`config.mk`:
```
export PLATFORM = sky130hd
export DESIGN_NAME = imm_ext_unit
export DESIGN_NICKNAME = d
export VERILOG_FILES = /design/src/rtl/imm_ext_pkg.sv /design/src/rtl/imm_ext_core.sv /design/src/rtl/imm_ext_unit.sv
export SDC_FILE = /design/constraint.sdc
export NUM_CORES = 1
export LEC_CHECK = 0
export ABC_AREA = 1
export CAP_MARGIN = 40
export CORE_ASPECT_RATIO = 1.25
export CORE_UTILIZATION = 43
export CTS_CLUSTER_DIAMETER = 50
export DETAILED_ROUTE_END_ITERATION = 6
export HOLD_SLACK_MARGIN = 0.05
export PLACE_DENSITY = 0.74
export SLEW_MARGIN = 20
export SYNTH_ARGS = -nofsm -noshare
export SYNTH_HDL_FRONTEND = slang
export SYNTH_SLANG_ARGS = --single-unit
```
`constraint.sdc`:
```
create_clock -name clk -period 1.1 [get_ports clk]
set_input_delay 0.11 -clock clk [delete_from_list [all_inputs] [get_ports clk]]
set_output_delay 0.11 -clock clk [all_outputs]
set_load 0.02 [all_outputs]
```
`src/rtl/imm_ext_pkg.sv`:
```
// Shared definitions for the immediate-extension stage: operation codes and
// the prefix-tracking state encoding.
package imm_ext_pkg;

  // in_mode encodings
  localparam logic [1:0] MODE_ZE  = 2'd0;
  localparam logic [1:0] MODE_SE  = 2'd1;
  localparam logic [1:0] MODE_HI  = 2'd2;
  localparam logic [1:0] MODE_PFX = 2'd3;

  // Prefix tracking: IDLE has no held upper bits, PFX_HELD has a valid pfx
  typedef enum logic {
    ST_IDLE     = 1'b0,
    ST_PFX_HELD = 1'b1
  } state_e;

endpackage

```
`src/rtl/imm_ext_core.sv`:
```
// Combinational extension datapath: builds the OUT_W-bit operand from the
// raw immediate, either by the mode's extension rule or by concatenating a
// held prefix above it.
module imm_ext_core
  import imm_ext_pkg::*;
#(
  parameter int IN_W  = 8,
  parameter int OUT_W = 16
) (
  input  logic [IN_W-1:0]        data,
  input  logic [1:0]             mode,
  input  logic                   pfx_valid,
  input  logic [OUT_W-IN_W-1:0]  pfx,
  output logic [OUT_W-1:0]       result,
  output logic                   prefixed
);

  localparam int PW = OUT_W - IN_W;

  // A held prefix overrides the extension rule of ZE/SE/HI
  always_comb begin
    result   = '0;
    prefixed = 1'b0;
    if (pfx_valid) begin
      result   = {pfx, data};
      prefixed = 1'b1;
    end else begin
      unique case (mode)
        MODE_ZE: result = {{PW{1'b0}}, data};
        MODE_SE: result = {{PW{data[IN_W-1]}}, data};
        MODE_HI: result = {data, {PW{1'b0}}};
        default: result = '0;
      endcase
    end
  end

endmodule

```
`src/rtl/imm_ext_unit.sv`:
```
// Immediate-extension stage between decode and the ALU B-operand mux.
// Holds an optional prefix across instructions and presents each result
// through a one-entry registered output with valid/ready handshake.
module imm_ext_unit
  import imm_ext_pkg::*;
#(
  parameter int IN_W  = 8,
  parameter int OUT_W = 16
) (
  input  logic              clk,
  input  logic              rst_n,
  input  logic              flush,
  input  logic              in_valid,
  output logic              in_ready,
  input  logic [IN_W-1:0]   in_data,
  input  logic [1:0]        in_mode,
  output logic              out_valid,
  input  logic              out_ready,
  output logic [OUT_W-1:0]  out_data,
  output logic              out_prefixed
);

  localparam int PW = OUT_W - IN_W;

  if ((PW < 1) || (PW > IN_W)) begin : g_bad_width
    $error("imm_ext_unit: OUT_W - IN_W must lie in 1..IN_W");
  end

  state_e             state_q, state_d;
  logic [PW-1:0]      pfx_q, pfx_d;
  logic               out_valid_q, out_valid_d;
  logic [OUT_W-1:0]   out_data_q, out_data_d;
  logic               out_prefixed_q, out_prefixed_d;

  logic [OUT_W-1:0]   core_result;
  logic               core_prefixed;
  logic               accept;
  logic               is_pfx;

  imm_ext_core #(
    .IN_W  (IN_W),
    .OUT_W (OUT_W)
  ) u_core (
    .data      (in_data),
    .mode      (in_mode),
    .pfx_valid (state_q == ST_PFX_HELD),
    .pfx       (pfx_q),
    .result    (core_result),
    .prefixed  (core_prefixed)
  );

  // Accept only when not flushing and the output slot is free or draining
  always_comb begin
    in_ready = !flush && (!out_valid_q || out_ready);
    accept   = in_valid && in_ready;
    is_pfx   = (in_mode == MODE_PFX);
  end

  // Next-state: flush wins; otherwise drain, then load or capture a prefix
  always_comb begin
    state_d        = state_q;
    pfx_d          = pfx_q;
    out_valid_d    = out_valid_q;
    out_data_d     = out_data_q;
    out_prefixed_d = out_prefixed_q;
    if (flush) begin
      state_d        = ST_IDLE;
      out_valid_d    = 1'b0;
      out_prefixed_d = 1'b0;
    end else begin
      if (out_valid_q && out_ready) begin
        out_valid_d = 1'b0;
      end
      if (accept) begin
        if (is_pfx) begin
          pfx_d   = in_data[PW-1:0];
          state_d = ST_PFX_HELD;
        end else begin
          out_valid_d    = 1'b1;
          out_data_d     = core_result;
          out_prefixed_d = core_prefixed;
          state_d        = ST_IDLE;
        end
      end
    end
  end

  // State, prefix and output registers
  always_ff @(posedge clk or negedge rst_n) begin
    if (!rst_n) begin
      state_q        <= ST_IDLE;
      pfx_q          <= '0;
      out_valid_q    <= 1'b0;
      out_data_q     <= '0;
      out_prefixed_q <= 1'b0;
    end else begin
      state_q        <= state_d;
      pfx_q          <= pfx_d;
      out_valid_q    <= out_valid_d;
      out_data_q     <= out_data_d;
      out_prefixed_q <= out_prefixed_d;
    end
  end

  // Registered outputs
  always_comb begin
    out_valid    = out_valid_q;
    out_data     = out_data_q;
    out_prefixed = out_prefixed_q;
  end

endmodule

```
==> run metrics, run 1 <==
final worst slack -0.103 ns; flop and latch count out of synthesis 27; Synth Net Count 166; Power Dens Cells 1260 mW/mm²; top cell type's share of synthesized area 52.0%; Slew HR 76.9%; Skew-Pair Late Insertion Delay 0.34 ns; worst reg2reg path startpoint out_valid; crit path launch out_valid; first-pass GRT wire length 5620 µm; final std cells w/o fill 247; gpl congestion 0.791; Mapped Cells 151; Avg Inst Size Synth 8.61 µm²; initial antenna violation count 0; TritonCTS clock tree built; most common library cells after synthesis nand3_1 (40), nand2_1 (36), dfrtp_1 (27), o21ai_0 (15), or2_2 (7); vias in the first global route 1271; unrepaired setup endpoints after global routing true; Worst EP arrival 1.49 ns; minimum clock period 1.20 ns; Worst Path Max Fanout 5; FP Rows 21; clock root buffer clkbuf_4; Finish-stage setup viols 21; cell leakage power 1.02 nW; hold_buf cts 0; Tightest Pin Transition 0.346 ns; Vias/cell 5.58; die area 0.00325 mm²; skew final 0.00108 ns; dpl ws -0.410 ns; pin count of the biggest net entering global routing 28; Routed Wire Length 3900 µm; final net count 229; Max Buffers Root-to-Sink 2; FF-to-FF End pfx_q[6]; Critical Path Start Type flip-flop; Starting Density 46.7%; TritonCTS Buffers 3; CTS sink cnt 27; Boundary Pins 34; Max Cap Viol 0; clk slew on worst S/H paths 0.15 ns; Worst VDD drop 769 µV; DRC viols 0; number of synthesized flops with an enable pin 0; design area 0.00201 mm²; WP data required 1.39 ns; Max Clk Rate 831 MHz; Crit Path Class flip-flop to flip-flop; Post-synth top flop dfrtp_1; CP endpoint pfx_q[6]; Final period util 109%; Yosys Warn Count 0; Initial DRC Count 43; Antenna Cells 0; H-tree levels 1; Synth area leader dfrtp_1; max-slew violation count 0; R2R cell count 5; Port Buf Inserts 33; placed cells 232; Final Hold Fails 0; drt wl/cell 15.8 µm; global-route usage over all layers 23.3%; Core Area 0.00279 mm²; most frequent cell after synthesis nand3_1; Netlist Area Pre-Place 0.00130 mm²; register area share after synthesis 52.0%; dpl cell area 0.00183 mm²; setup slack, reg-to-reg -0.10 ns; type of the most critical hold path input pin to async pin; Vias 1378; fraction of layout cells with a size suffix above 1 43.2%; Die X 51.2 µm; synthesis-to-layout area growth 54.9%; Synth async-reset ratio 100%; Netlist cell types 19; total grt overflow 0; Finished Core Util 72.3%; die height 63.5 µm; critical path endpoint category flip-flop; setup TNS -1.15 ns; DP HPWL 2380 µm; Synth area leaders dfrtp_1 (52%), nand3_1 (15%), nand2_1 (10%); outcome complete, but fails checks; failing checks setup timing; TritonRoute pass-1 iters 4; Routed Antenna Nets 0
[how the worst min path moves through the flow]
stage | start | endpoint | slack (ns)
4_1_cts | rst_n | out_data[8] | 0.1
5_1_grt | rst_n | pfx_q[3] | 0.11
3_3_place_gp | pfx_q[0] | pfx_q[0] | 0.45
6_report | rst_n | out_data[13] | 0.1
3_5_place_dp | pfx_q[6] | pfx_q[6] | 0.46
2_1_floorplan | rst_n | out_data[0] | -0.19
[state kept, by name, summed over array words and instances, names as in the netlist]
register	count
out_prefixed	1
out_valid	1
state_q	1
pfx_q	8
out_data	16
[timing repair]
action,in CTS,in global routing
hold endpoints to repair,0,0
buffers inserted,3,1
gates resized for setup,94,31
endpoints found under the setup margin,44,28
pin swaps,5,12
gates cloned,3,4
[stage by stage]
stage,hold WS (ns),power (W)
global route,0.107,0.00266
detailed placement,0.456,0.00202
CTS,0.0954,0.00244
floorplan,-0.186,0.00160
global placement,0.448,0.00200
finish,0.0982,0.00253
[worst max-delay path: stages, from the launching register on]
cell and delay [ns]:
dfrtp_2 0.47, nand2_4 0.14, nand2_8 0.08, nor2_2 0.25, nand3_1 0.12, nand2_1 0.08
[layout make-up]
class | instances | area (µm²)
Fill cell | 218 | 772
Multi-Input combinational cell | 118 | 758
Sequential cell | 27 | 677
Timing Repair Buffer | 57 | 477
Tap cell | 34 | 42.5
Inverter | 7 | 28.8
Clock buffer | 3 | 22.5
Clock inverter | 1 | 7.51
[per-layer routing]
layer	GRT usage, %	vias to the layer above	routed length, µm
met4	11.5	0	93
met3	2.66	8	232
met2	40.6	75	2060
met5	0	-	0
met1	27.4	648	1510
li1	-	647	-
[power breakdown]
group,total [W],switching [W],leakage [nW],internal (W)
combinational,0.000833,0.000484,0.657,0.000349
clock,0.000449,0.000309,0.0139,0.000140
sequential,0.00124,0.0000983,0.349,0.00115
total,0.00253,0.000891,1.02,0.00164
[placed cells by master (no fill, tap or decap), drive strengths merged]
master	netlist	routed
dfrtp	27	27
or2	8	8
clkdlybuf4s50	0	13
a21oi	2	2
dlymetal6s2s	0	1
inv	6	6
buf	4	43
clkbuf	1	3
nor2	2	6
nand2	40	41
o21ai	18	18
clkinv	1	1
nand3	42	43
clkinvlp	0	1
[cell families (layout without fill, tap and decap cells)]
family / count (synthesis) / count (layout) / synth area share, %
and+or+nand+nor: 92 / 98 / 35.9
DFF: 27 / 27 / 52.0
AOI/OAI and AO/OA: 20 / 20 / 7.70
buffers and inverters: 12 / 68 / 4.43
Power figures use the tool's default switching activity.
==> run 2, diff against run 1 <==
--- a/config.mk
+++ b/config.mk
@@ -7,7 +7,7 @@
 export LEC_CHECK = 0
 export ABC_AREA = 1
 export CAP_MARGIN = 40
-export CORE_ASPECT_RATIO = 1.25
+export CORE_ASPECT_RATIO = 1.4
 export CORE_UTILIZATION = 43
 export CTS_CLUSTER_DIAMETER = 50
 export DETAILED_ROUTE_END_ITERATION = 6
==> constraint.sdc (replaced) <==
create_clock -name clk -period 1 [get_ports clk]
set_input_delay 0.1 -clock clk [delete_from_list [all_inputs] [get_ports clk]]
set_output_delay 0.1 -clock clk [all_outputs]
set_load 0.02 [all_outputs]
==> run metrics, run 2 (same netlist as run 1, synthesis figures left out) <==
outcome complete, but fails checks (unchanged); failing checks setup timing (unchanged); Pint 0.00190 W (was 0.00164 W); worst reg2reg path startpoint out_valid (unchanged); type of the most critical hold path input pin to async pin (unchanged); drt wl/cell 14.8 µm (was 15.8 µm); WP data required 1.21 ns (was 1.39 ns); final net count 230 (was 229); minimum clock period 1.13 ns (was 1.20 ns); Boundary Pins 34 (unchanged); R2R cell count 6 (was 5); area occupied by registers 677 µm² (unchanged); Tightest Pin Transition 0.240 ns (was 0.346 ns); clock root buffer clkbuf_8 (was clkbuf_4); first-pass GRT wire length 6300 µm (was 5620 µm); die height 67.1 µm (was 63.5 µm); die area 0.00325 mm² (about the same); max-slew violation count 0 (unchanged); Core Area 0.00288 mm² (was 0.00279 mm²); Crit Path Class flip-flop to flip-flop (unchanged); TritonCTS clock tree built (unchanged); Power Dens Cells 1430 mW/mm² (was 1260 mW/mm²); Logic pwr share 30.4% (was 33.0%); Starting Density 45.2% (was 46.7%); initial antenna violation count 0 (unchanged); critical path endpoint category flip-flop (unchanged); FILL cells 210 (was 218); TritonRoute pass-1 iters 5 (was 4); Antenna Cells 0 (unchanged); WP buf/inv 1 (was 0); DP HPWL 2500 µm (was 2380 µm); dpl cell area 0.00188 mm² (was 0.00183 mm²); Max Clk Rate 886 MHz (was 831 MHz); dpl ws -0.516 ns (was -0.410 ns); Worst Path Max Fanout 6 (was 5); Max Cap Viol 0 (unchanged); max reg flops 16 (unchanged); commonest non-fill, non-tap cell in the layout nand3_1; placed cells 244 (was 232); clk slew on worst S/H paths 0.10 ns (was 0.15 ns); Port Buf Inserts 33 (unchanged); pin count of the biggest net entering global routing 28 (unchanged); skew final 0.00581 ns (was 0.00108 ns); Final period util 113% (was 109%); final std cells w/o fill 251 (was 247); FP Rows 23 (was 21); Post-CTS Setup Repair Bufs 0 (was 3); Skew-Pair Late Insertion Delay 0.27 ns (was 0.34 ns); synthesis-to-layout area growth 53.4% (was 54.9%); Final Hold Fails 0 (unchanged); clock group share of total power 21.7% (was 17.8%); Power Total 0.00285 W (was 0.00253 W); Worst EP arrival 1.34 ns (was 1.49 ns); sequential fraction of design power 47.9% (was 49.3%); Switching Share 33.2% (was 35.3%); global-route usage over all layers 25.6% (was 23.3%); H-tree levels 1 (unchanged); slowest CP cell dfrtp_2 (unchanged); Max Buffers Root-to-Sink 2 (unchanged); CTS sink cnt 27 (unchanged); Finish-stage setup viols 27 (was 21); Slew HR 83.9% (was 76.9%); Critical Path Start Type flip-flop (unchanged); Largest stage delay, worst path 0.46 ns (was 0.47 ns); design area 0.00199 mm² (was 0.00201 mm²); Worst VDD drop 985 µV (was 769 µV); crit path cell chain nand2_4 -> nand2_8 -> nor2_4 -> buf_6 -> nand3_2 -> nand2_1 (was nand2_4 -> nand2_8 -> nor2_2 -> nand3_1 -> nand2_1); cell leakage power 1.02 nW (about the same); vias in the first global route 1384 (was 1271); Vias/cell 5.46 (was 5.58); kind of cell adding the most delay to the critical path simple AND/OR/NAND/NOR gates (unchanged); hold_buf cts 0 (unchanged); Routed Wire Length 3710 µm (was 3900 µm); FF-to-FF End pfx_q[3] (was pfx_q[6]); Vias 1370 (was 1378); setup slack, reg-to-reg -0.13 ns (was -0.10 ns); Routed Antenna Nets 0 (unchanged); fraction of layout cells with a size suffix above 1 43.9% (was 43.2%); final worst slack -0.129 ns (was -0.103 ns); Die X 48.5 µm (was 51.2 µm); switching power 0.000946 W (was 0.000891 W); Initial DRC Count 59 (was 43); total grt overflow 0 (unchanged); cell count along the critical path 6 (was 5); TritonCTS Buffers 3 (unchanged); commonest non-fill, non-tap cells in the layout nand3_1 (35), nand2_1 (34), dfrtp_1 (26) (was nand2_1 (34), nand3_1 (34), dfrtp_1 (26)); footprint of the multi-input gates 711 µm² (was 758 µm²); DRC viols 0 (unchanged); gpl congestion 0.856 (was 0.791); unrepaired setup endpoints after global routing true (unchanged)
-- run 2: changes by cell type in the layout (fill, tap and decap cells not counted), moves of 2 or more --
cell	change
o21ai_0	-2
nor2_4	-2
inv_1	-2
inv_2	+2
buf_4	+5
clkbuf_8	+3
clkbuf_4	-3
o21ai_1	+2
buf_12	-2
-- run 2: area by class of cell --
class	instances	area share, %
repair buffers	61	24.3
well taps	37	2.32
clock buffers	3	2.07
flip-flops and latches	27	33.9
clock inverters	1	0.251
inverters	7	1.51
multi-input cells	115	35.6
-- run 2: per-layer routing --
metal / up-vias / GRT usage (%) / wire length, µm
li1: 645 / - / -
met3: 15 / 2.97 / 160
met5: - / 0 / 0
met1: 647 / 28.2 / 1450
met4: 0 / 14.3 / 136
met2: 63 / 47.7 / 1960
-- run 2: power groups by stage --
| stage | combinational, W | sequential (W) | clock (W) |
|---|---|---|---|
| 5_1_grt | 0.000936 | 0.00139 | 0.000663 |
| 3_3_place_gp | 0.000855 | 0.00136 | 0 |
| 2_1_floorplan | 0.000279 | 0.00149 | 0 |
| 4_1_cts | 0.000845 | 0.00136 | 0.000613 |
| 6_report | 0.000866 | 0.00136 | 0.000618 |
| 3_5_place_dp | 0.000872 | 0.00137 | 0 |
-- run 2: repair_timing --
item,CTS,global route
pin swaps,12,6
setup endpoints to repair,45,30
resized for setup,103,16
gates cloned,3,0
-- run 2: metrics by stage --
| step | util [%] | TNS [ns] | hold WS [ns] |
|---|---|---|---|
| floorplan | - | -2.53 | -0.196 |
| CTS | 67.9 | -2.62 | 0.185 |
| detailed placement | 65.3 | -12.65 | 0.452 |
| global placement | 65.3 | -11.05 | 0.448 |
| global route | 69.3 | -3.93 | 0.190 |
| finish | 69.3 | -2.59 | 0.172 |
-- run 2: worst max path at each step --
stage | to | slack, ns | start
5_1_grt | pfx_q[1] | -0.18 | out_valid
2_1_floorplan | out_data[15] | -0.10 | out_valid
4_1_cts | pfx_q[5] | -0.12 | out_valid
6_report | pfx_q[3] | -0.13 | out_valid
3_3_place_gp | in_ready | -0.47 | out_ready
3_5_place_dp | in_ready | -0.52 | out_ready
==> run 3, diff against run 2 <==
--- a/config.mk
+++ b/config.mk
@@ -8,6 +8,7 @@
 export ABC_AREA = 1
 export CAP_MARGIN = 40
 export CORE_ASPECT_RATIO = 1.4
+export CORE_MARGIN = 1.5
 export CORE_UTILIZATION = 43
 export CTS_CLUSTER_DIAMETER = 50
 export DETAILED_ROUTE_END_ITERATION = 6
==> run metrics, run 3 (same netlist as run 1, synthesis figures left out) <==
die area 0.00337 mm² (was 0.00325 mm²); cell leakage power 1.02 nW (about the same); Tightest Pin Transition 0.366 ns (was 0.240 ns); Core Area 0.00288 mm² (unchanged); Die X 49.5 µm (was 48.5 µm); outcome complete, but fails checks (unchanged); unrepaired setup endpoints after global routing true (unchanged); failing checks setup timing (unchanged); Final period util 112% (was 113%); clk slew on worst S/H paths 0.09 ns (was 0.10 ns); hold_buf cts 0 (unchanged); final hold slack 0.179 ns (was 0.172 ns); Max Buffers Root-to-Sink 2 (unchanged); Worst Path Max Fanout 3 (was 6); Max Clk Rate 891 MHz (was 886 MHz); Port Buf Inserts 33 (unchanged); H-tree levels 1 (unchanged); Final Hold Fails 0 (unchanged); final net count 228 (was 230); Power Total 0.00286 W (was 0.00285 W); Antenna Cells 0 (unchanged); DP HPWL 2410 µm (was 2500 µm); CTS sink cnt 27 (unchanged); dpl cell area 0.00186 mm² (was 0.00188 mm²); Worst EP arrival 1.02 ns (was 1.34 ns); Slew HR 75.6% (was 83.9%); Finish-stage setup viols 28 (was 27); final std cells w/o fill 249 (was 251); Vias/cell 5.34 (was 5.46); drt wl/cell 14.6 µm (was 14.8 µm); fraction of layout cells with a size suffix above 1 44.8% (was 43.9%); pin count of the biggest net entering global routing 28 (unchanged); vias in the first global route 1322 (was 1384); gpl congestion 0.821 (was 0.856); Pint 0.00191 W (was 0.00190 W); Routed Antenna Nets 0 (unchanged); WP data required 0.90 ns (was 1.21 ns); critical path endpoint category output pin (was flip-flop); synthesis-to-layout area growth 55.2% (was 53.4%); setup slack, reg-to-reg -0.12 ns (was -0.13 ns); Initial DRC Count 46 (was 59); design area 0.00202 mm² (was 0.00199 mm²); Critical Path Start Type flip-flop (unchanged); global-route usage over all layers 24.2% (was 25.6%); Vias 1329 (was 1370); FF-to-FF End out_data[2] (was pfx_q[3]); placed cells 240 (was 244); Switching Share 33.3% (was 33.2%); R2R cell count 5 (was 6); final worst slack -0.122 ns (was -0.129 ns); max-slew violation count 0 (unchanged); first-pass GRT wire length 6200 µm (was 6300 µm); TritonRoute pass-1 iters 4 (was 5); Starting Density 45.2% (unchanged); commonest non-fill, non-tap cell in the layout nand3_1 (unchanged); sequential fraction of design power 47.9% (about the same); worst reg2reg path startpoint out_valid (unchanged); clock root buffer clkbuf_8 (unchanged); type of the most critical hold path input pin to async pin (unchanged); FP Rows 23 (unchanged); Max Cap Viol 0 (unchanged); max reg flops 16 (unchanged); total grt overflow 0 (unchanged); Worst VDD drop 1100 µV (was 985 µV); DRC viols 0 (unchanged); skew final 0.00320 ns (was 0.00581 ns); TritonCTS clock tree built (unchanged); TritonCTS Buffers 3 (unchanged); setup TNS -2.68 ns (was -2.59 ns); die height 68.1 µm (was 67.1 µm); Logic pwr share 31.0% (was 30.4%); Routed Wire Length 3630 µm (was 3710 µm); crit path launch out_valid (unchanged); Power Dens Cells 1420 mW/mm² (was 1430 mW/mm²); minimum clock period 1.12 ns (was 1.13 ns); FILL cells 236 (was 210); clock group share of total power 21.2% (was 21.7%); switching power 0.000953 W (was 0.000946 W); Crit Path Class flip-flop to output pin (was flip-flop to flip-flop); Skew-Pair Late Insertion Delay 0.27 ns (about the same); commonest non-fill, non-tap cells in the layout nand3_1 (37), nand2_1 (33), dfrtp_1 (26) (was nand3_1 (35), nand2_1 (34), dfrtp_1 (26)); Boundary Pins 34 (unchanged); initial antenna violation count 0 (unchanged)
## run 3: what timing repair did
item                       CTS  global route
pin swaps                   11             7
cloned                       3             1
buffers inserted             1             0
resized for setup          116            11
setup endpoints to repair   45            29
## run 3: critical path, stage by stage, from the launching register on
cell and delay [ns]:
dfrtp_2 0.46, a21oi_4 0.16, buf_6 0.14
## run 3: final cells by class
cell class	count	area (µm²)	share of cell area, %
sequential	27	677	33.5
clock inverter	1	5.00	0.248
inverter	7	32.5	1.61
timing repair buffer	58	474	23.5
tap	37	46.3	2.29
clock buffer	3	41.3	2.05
multi-input combinational	116	742	36.8
## run 3: power by group through the flow
stage	registers, W	clock network (W)	logic (W)
final	0.00137	0.000606	0.000887
after global routing	0.00140	0.000677	0.000964
after CTS	0.00137	0.000621	0.000863
after detailed placement	0.00137	0	0.000874
after global placement	0.00136	0	0.000859
after floorplan	0.00149	0	0.000279
## run 3: stage by stage
stage                     util, %  setup slack [ns]
after floorplan                 -            -0.104
after global placement       64.7            -0.478
after detailed placement     64.7            -0.530
after CTS                    68.3            -0.107
after global routing         70.1            -0.178
final                        70.1            -0.122
## run 3: worst max-delay path by stage
stage | end | slack [ns] | depth (start not counted)
floorplan | out_data[15] | -0.10 | 6
global placement | in_ready | -0.48 | 4
detailed placement | pfx_q[1] | -0.53 | 8
CTS | in_ready | -0.11 | 2
global route | out_data[2] | -0.18 | 5
finish | in_ready | -0.12 | 2
## run 3: routing by layer
layer  track usage (%)  share of wire (%)  vias up
met1              28.1                 41      627
li1                  -                  -      638
met2              42.9                 51       53
met4              12.5                3.0        0
met5                 0                  0        -
met3              4.59                5.5       11
